==> src/rtl/wb_cmd_master.sv <==
// -----------------------------------------------------------------------------
// wb_cmd_master
//
// Purpose:
//   Byte-stream-driven Wishbone initiator for debug and bring-up. Decodes
//   'W' (0x57) + 4 address + 4 data bytes, or 'R' (0x52) + 4 address bytes,
//   with multi-byte fields MSB first. It then runs one 32-bit classic cyc/ack
//   Wishbone cycle and returns a status byte, followed by 4 read-data bytes
//   for reads, on a valid/ready byte output.
//   Status bytes: 0x06 on ack, 0x15 on timeout (only with the timeout feature).
//
// Optional feature (macro WB_CMD_MASTER_TIMEOUT_EN):
//   When the macro is defined, a bus cycle is abandoned after TIMEOUT cycles
//   without ack. When it is undefined, BUS waits for ack forever.
//
// Parameters:
//   TIMEOUT      cycles to wait for ack before abandoning (1..65535)
//
// Ports:
//   wb_clk       clock, all logic on the rising edge
//   wb_rst       synchronous active-high reset
//   i_rx_data    command byte in
//   i_rx_valid   command byte valid
//   o_rx_ready   command byte accepted when valid & ready
//   o_tx_data    response byte out
//   o_tx_valid   response byte valid
//   i_tx_ready   response sink ready
//   o_wb_adr     bus address
//   o_wb_dat     bus write data
//   o_wb_sel     byte enables (4'hF during a cycle)
//   o_wb_we      1 = write
//   o_wb_cyc     bus cycle request
//   i_wb_rdt     bus read data
//   i_wb_ack     bus acknowledge
//   o_busy       high whenever the FSM is not idle
// -----------------------------------------------------------------------------
module wb_cmd_master #(
    parameter int TIMEOUT = 255
) (
    input  logic        wb_clk,
    input  logic        wb_rst,
    input  logic [7:0]  i_rx_data,
    input  logic        i_rx_valid,
    output logic        o_rx_ready,
    output logic [7:0]  o_tx_data,
    output logic        o_tx_valid,
    input  logic        i_tx_ready,
    output logic [31:0] o_wb_adr,
    output logic [31:0] o_wb_dat,
    output logic [3:0]  o_wb_sel,
    output logic        o_wb_we,
    output logic        o_wb_cyc,
    input  logic [31:0] i_wb_rdt,
    input  logic        i_wb_ack,
    output logic        o_busy
);

    localparam logic [7:0] CMD_WRITE   = 8'h57;
    localparam logic [7:0] CMD_READ    = 8'h52;
    localparam logic [7:0] STAT_ACK    = 8'h06;
    localparam logic [7:0] STAT_TMO    = 8'h15;

    typedef enum logic [2:0] {
        S_IDLE = 3'd0,
        S_ADDR = 3'd1,
        S_DATA = 3'd2,
        S_BUS  = 3'd3,
        S_RESP = 3'd4
    } state_t;

    state_t      r_state;
    state_t      w_next;
    logic [2:0]  r_cnt;
    logic [31:0] r_adr;
    logic [31:0] r_dat;
    logic        r_we;
    logic        r_long;    // response carries 4 data bytes after the status
    logic [39:0] r_tx_sh;   // status byte in [39:32], read data below it

    logic        w_rx_fire;
    logic        w_tx_fire;
    logic        w_ack;
    logic        w_expire;
    logic        w_cnt_inc;

    assign o_rx_ready = (r_state == S_IDLE) || (r_state == S_ADDR) || (r_state == S_DATA);
    assign o_tx_valid = (r_state == S_RESP);
    assign o_tx_data  = r_tx_sh[39:32];
    assign o_wb_cyc   = (r_state == S_BUS);
    assign o_wb_sel   = {4{o_wb_cyc}};
    assign o_wb_we    = r_we;
    assign o_wb_adr   = r_adr;
    assign o_wb_dat   = r_dat;
    assign o_busy     = (r_state != S_IDLE);

    assign w_rx_fire  = i_rx_valid && o_rx_ready;
    assign w_tx_fire  = o_tx_valid && i_tx_ready;
    // Ack only counts while a cycle is open; stale acks after cyc falls are ignored.
    assign w_ack      = i_wb_ack && (r_state == S_BUS);

`ifdef WB_CMD_MASTER_TIMEOUT_EN
    logic [15:0] r_to_cnt;

    // Expiry fires on the cycle the count would reach TIMEOUT, so cyc is high
    // for exactly TIMEOUT cycles; a simultaneous ack takes priority.
    assign w_expire = (r_state == S_BUS) && !i_wb_ack && (r_to_cnt == 16'(TIMEOUT - 1));

    // Timeout counter: zero outside BUS, counts BUS cycles without ack.
    always_ff @(posedge wb_clk) begin
        if (wb_rst) begin
            r_to_cnt <= 16'd0;
        end else if (r_state != S_BUS) begin
            r_to_cnt <= 16'd0;
        end else if (!i_wb_ack) begin
            r_to_cnt <= r_to_cnt + 16'd1;
        end else begin
            r_to_cnt <= r_to_cnt;
        end
    end
`else
    logic w_unused_timeout;
    assign w_unused_timeout = ^16'(TIMEOUT);
    assign w_expire         = 1'b0;
`endif

    // Next-state decode and byte-counter increment request.
    always_comb begin
        w_next    = r_state;
        w_cnt_inc = 1'b0;
        case (r_state)
            S_IDLE: begin
                if (w_rx_fire && ((i_rx_data == CMD_WRITE) || (i_rx_data == CMD_READ))) begin
                    w_next = S_ADDR;
                end else begin
                    w_next = S_IDLE;
                end
            end
            S_ADDR: begin
                if (w_rx_fire) begin
                    w_cnt_inc = 1'b1;
                    if (r_cnt == 3'd3) begin
                        w_next = r_we ? S_DATA : S_BUS;
                    end else begin
                        w_next = S_ADDR;
                    end
                end else begin
                    w_next = S_ADDR;
                end
            end
            S_DATA: begin
                if (w_rx_fire) begin
                    w_cnt_inc = 1'b1;
                    if (r_cnt == 3'd3) begin
                        w_next = S_BUS;
                    end else begin
                        w_next = S_DATA;
                    end
                end else begin
                    w_next = S_DATA;
                end
            end
            S_BUS: begin
                if (w_ack || w_expire) begin
                    w_next = S_RESP;
                end else begin
                    w_next = S_BUS;
                end
            end
            S_RESP: begin
                if (w_tx_fire) begin
                    w_cnt_inc = 1'b1;
                    if (r_cnt == (r_long ? 3'd4 : 3'd0)) begin
                        w_next = S_IDLE;
                    end else begin
                        w_next = S_RESP;
                    end
                end else begin
                    w_next = S_RESP;
                end
            end
            default: begin
                w_next = S_IDLE;
            end
        endcase
    end

    // State register.
    always_ff @(posedge wb_clk) begin
        if (wb_rst) begin
            r_state <= S_IDLE;
        end else begin
            r_state <= w_next;
        end
    end

    // Byte counter: cleared on every state change, otherwise counts transfers.
    always_ff @(posedge wb_clk) begin
        if (wb_rst) begin
            r_cnt <= 3'd0;
        end else if (w_next != r_state) begin
            r_cnt <= 3'd0;
        end else if (w_cnt_inc) begin
            r_cnt <= r_cnt + 3'd1;
        end else begin
            r_cnt <= r_cnt;
        end
    end

    // Datapath: command capture, read-data latch and response shifter.
    always_ff @(posedge wb_clk) begin
        if (wb_rst) begin
            r_adr   <= 32'd0;
            r_dat   <= 32'd0;
            r_we    <= 1'b0;
            r_long  <= 1'b0;
            r_tx_sh <= 40'd0;
        end else begin
            case (r_state)
                S_IDLE: begin
                    if (w_rx_fire && (i_rx_data == CMD_WRITE)) begin
                        r_we <= 1'b1;
                    end else if (w_rx_fire && (i_rx_data == CMD_READ)) begin
                        r_we <= 1'b0;
                    end else begin
                        r_we <= r_we;
                    end
                end
                S_ADDR: begin
                    if (w_rx_fire) begin
                        r_adr <= {r_adr[23:0], i_rx_data};
                    end
                end
                S_DATA: begin
                    if (w_rx_fire) begin
                        r_dat <= {r_dat[23:0], i_rx_data};
                    end
                end
                S_BUS: begin
                    if (w_ack) begin
                        r_tx_sh <= {STAT_ACK, (r_we ? 32'd0 : i_wb_rdt)};
                        r_long  <= ~r_we;
                    end else if (w_expire) begin
                        r_tx_sh <= {STAT_TMO, 32'd0};
                        r_long  <= 1'b0;
                    end
                end
                S_RESP: begin
                    // Shift the next byte up on acceptance so it is presented without a bubble.
                    if (w_tx_fire) begin
                        r_tx_sh <= {r_tx_sh[31:0], 8'd0};
                    end
                end
                default: begin
                    r_tx_sh <= r_tx_sh;
                end
            endcase
        end
    end

endmodule

==> config.mk <==
export PLATFORM = sky130hd
export DESIGN_NAME = wb_cmd_master
export DESIGN_NICKNAME = d
export VERILOG_FILES = /design/src/rtl/wb_cmd_master.sv
export SDC_FILE = /design/constraint.sdc
export NUM_CORES = 1
export LEC_CHECK = 0
export ABC_AREA = 0
export BUFFER_PORTS_ARGS = -buffer_cell sky130_fd_sc_hd__buf_2
export CAP_MARGIN = 20
export CELL_PAD_IN_SITES_DETAIL_PLACEMENT = 0
export CELL_PAD_IN_SITES_GLOBAL_PLACEMENT = 1
export CORE_MARGIN = 2
export CORE_UTILIZATION = 35
export DETAILED_ROUTE_END_ITERATION = 7
export PLACE_DENSITY_LB_ADDON = 0.1
export REMOVE_ABC_BUFFERS = 1
export SYNTH_ARGS = -nofsm -noshare
export SYNTH_HDL_FRONTEND = slang
export SYNTH_SLANG_ARGS = --single-unit
export TNS_END_PERCENT = 30
==> constraint.sdc <==
create_clock -name wb_clk -period 3.6 [get_ports wb_clk]
set_input_delay 0.36 -clock wb_clk [delete_from_list [all_inputs] [get_ports wb_clk]]
set_output_delay 0.36 -clock wb_clk [all_outputs]
set_load 0.03 [all_outputs]
==> run metrics <==
Placed Area=5253 sq um; compound-cell area share of the yosys netlist=14.79%; die area=14,360 sq um; clk slew on worst S/H paths=0.08 ns; Die H=119.8 microns; leading area contributor after synthesis=dfxtp_1; GR Util met3=4.943%; largest family of logic cells by synthesized area=simple AND/OR/NAND/NOR gates; top achievable clock speed=449.1 MHz; largest net degree at the start of global routing=75; Hold Buf Count CTS=0; r2r endpoint=r_tx_sh[29]$_SDFFE_PP0P_; I/O Pins=~130; critical path class=flip-flop to output pin; Static Leakage=2.154 nW; cell area after layout=5612 sq um; synth top area cells=dfxtp_1 48%, nand2_1 11%, a21oi_1 9.2%, nor3b_1 3.5%, a211oi_1 3.4%; post-cts sizing count=0; Req. time, crit path=roughly 3.2 ns; register bit count reported by yosys=112; Hold Path Cell Cnt=3; cell row count=42; reg-to-reg slack, setup=about 1.4 ns; port buffer count=approximately 130; Worst EP arrival=around 1.9 ns; Longest Clk Path Bufs=2; CTS root buffer=clkbuf_16; hold_ws=0.2659 ns; Worst Skew=roughly 0.010 ns; Area Growth Syn to Fin=19.54%; post-detail-place hpwl=7.320 mm; RSZ-0062 raised after global routing=no; grt ovf=0; M2 GR Usage=roughly 25%; Pwr Total=2.349 mW; Synth top area share=47.76%; Cells after Synth=570; mux cell area share after synthesis=0.4264%; # nets final=roughly 700; drt wl/cell=13.47 microns; Worst R2R Start=r_state[0]$_SDFF_PP0_; max-cap violation count=0; post-synthesis cell area=4695 sq um; Post-DRT Antenna Nets=0; Seq/Total Area, Yosys=47.76%; DRC=0; Hold Path End=o_wb_adr[4]$_SDFFE_PP0P_; Tmin final=2.227 ns; Cells after DPL=818; GPL Wtd Cong=0.7647; Post-Synth Adder-Cell Area=less than 1%; Die Wd=119.8 microns; Critical Path Fanout Max=35; synth unique cells=between 40 and 50; power per cell area=418.7 nW/um^2; setup bufs post-CTS=0; setup TNS=0 ns; Worst-Margin Slew=0.8144 ns; CTS tree=built; Final Cycle Share=between 60 and 70%; most frequent cells in the layout=138 x nand2_1, 124 x buf_2, 112 x dfxtp_1, 86 x a21oi_1, 38 x nor2_1; GR peak layer=met2; Setup crit start kind=flip-flop; Post-Synth XOR/XNOR Area=less than 1%; yosys warns=0; initial core utilization=35.59%; vias in the first global route=3,644; Max transition margin=45.71%; Register-to-Register Path Depth=7; Setup-failing EPs final=0; total number of vias=4,065; Worst Hold Class=primary input to flip-flop; clk sink count=112; GRT Util Overall=15.96%; outcome=finished clean; pins over their slew limit=0; Avg Cell Area, Syn=about 8 sq um; final hold vios=0; worst hold start=i_rx_data[4]; most common cell after layout, fill and taps aside=nand2_1; crit path capture type=output pin; Non-Filler Instances=around 840; layout cell share with drive strength beyond 1=25.30%; 1st-pass router iterations=4; VDD IR max=0.2931 mV; H-tree Lvls=3; global-route wire length before repair=18.33 mm; clk_lat worst skew=0.36 ns; Avg Vias per Cell=4.857; met1 track demand over resource=21.42%; drt total wl=between 10 and 15 mm; CTS buffer count=9; simple logic cell fraction of the synthesized area=27.45%; Core Area=around 13,000 sq um; 1st-iter DRT viols=about 280; antenna violations before repair=0
state kept, by name, indices dropped and copies added (netlist names):
name / cells
r_tx_sh: 40
o_wb_dat: 32
r_long: 1
o_wb_we: 1
r_cnt: 3
o_wb_adr: 32
r_state: 3
metrics by stage:
step                      utilization, %  worst slack [ns]
after floorplan                        -             1.439
after global placement             39.71             1.505
after detailed placement           39.82             1.456
after CTS                          42.13             1.354
after global routing               42.53             1.161
final                              42.54             1.373
power by group:
| part | switching, mW | internal, mW |
|---|---|---|
| clock network | 0.482 | 0.552 |
| logic | 0.0439 | 0.0331 |
| registers | 0.00127 | 1.24 |
| total | 0.527 | 1.82 |
worst max-delay path by stage:
stage	end	cells past startpoint	slack, ns	startpoint
floorplan	o_wb_cyc	2	1.44	r_state[1]$_SDFF_PP0_
finish	o_tx_valid	4	1.37	r_state[0]$_SDFF_PP0_
global route	r_tx_sh[23]$_SDFFE_PP0P_	7	1.16	r_state[0]$_SDFF_PP0_
global placement	r_tx_sh[29]$_SDFFE_PP0P_	7	1.51	r_state[0]$_SDFF_PP0_
CTS	o_wb_we	2	1.35	o_wb_we$_SDFFE_PP0P_
detailed placement	r_tx_sh[29]$_SDFFE_PP0P_	7	1.46	r_state[0]$_SDFF_PP0_
layer usage:
| layer | vias up | wire length [microns] | share of wire [%] |
|---|---|---|---|
| met5 | - | 0 | 0 |
| met4 | 0 | 137 | 1.2 |
| met3 | 11 | 604 | 5.4 |
| met2 | 99 | 5127 | 45 |
| met1 | 1868 | 5405 | 48 |
| li1 | 2087 | - | - |
synth_stat cells (all sizes together):
library cell,number
a2111oi,1
a211oi,24
a21oi,86
a221oi,1
a311o,1
a31oi,2
a41oi,1
and2,4
and3,1
and3b,1
buf,42
clkbuf,19
dfxtp,112
ha,3
inv,5
mux2i,2
nand2,139
nand2b,2
nand3,9
nand4,1
nand4b,1
nand4bb,1
nor2,38
nor2b,2
nor3,30
nor3b,24
nor4b,8
nor4bb,2
o21ai,2
or2,1
or3,1
xnor2,4
critical path, stage by stage, from the launching register on:
cell and delay, ns:
dfxtp_1 0.46, nor2_1 0.18, nand2_2 0.09, inv_2 0.45
buf_2 0.30
cell families after synthesis:
logic type / after synthesis
fa+ha+maj: 3
simple gates: 265
mux: 2
buf+inv: 66
flops: 112
compound gates: 118
xor+xnor: 4
cell type report:
cell class | count | area (sq um)
clock inverter | 6 | 75.07
inverter | 5 | 18.77
fill | 1408 | 7579
antenna | 1 | 2.502
multi-input combinational | 392 | 2076
timing repair buffer | 135 | 748.2
sequential | 112 | 2242
tap | 176 | 220.2
clock buffer | 10 | 229.0
Power figures use the tool's default switching activity.
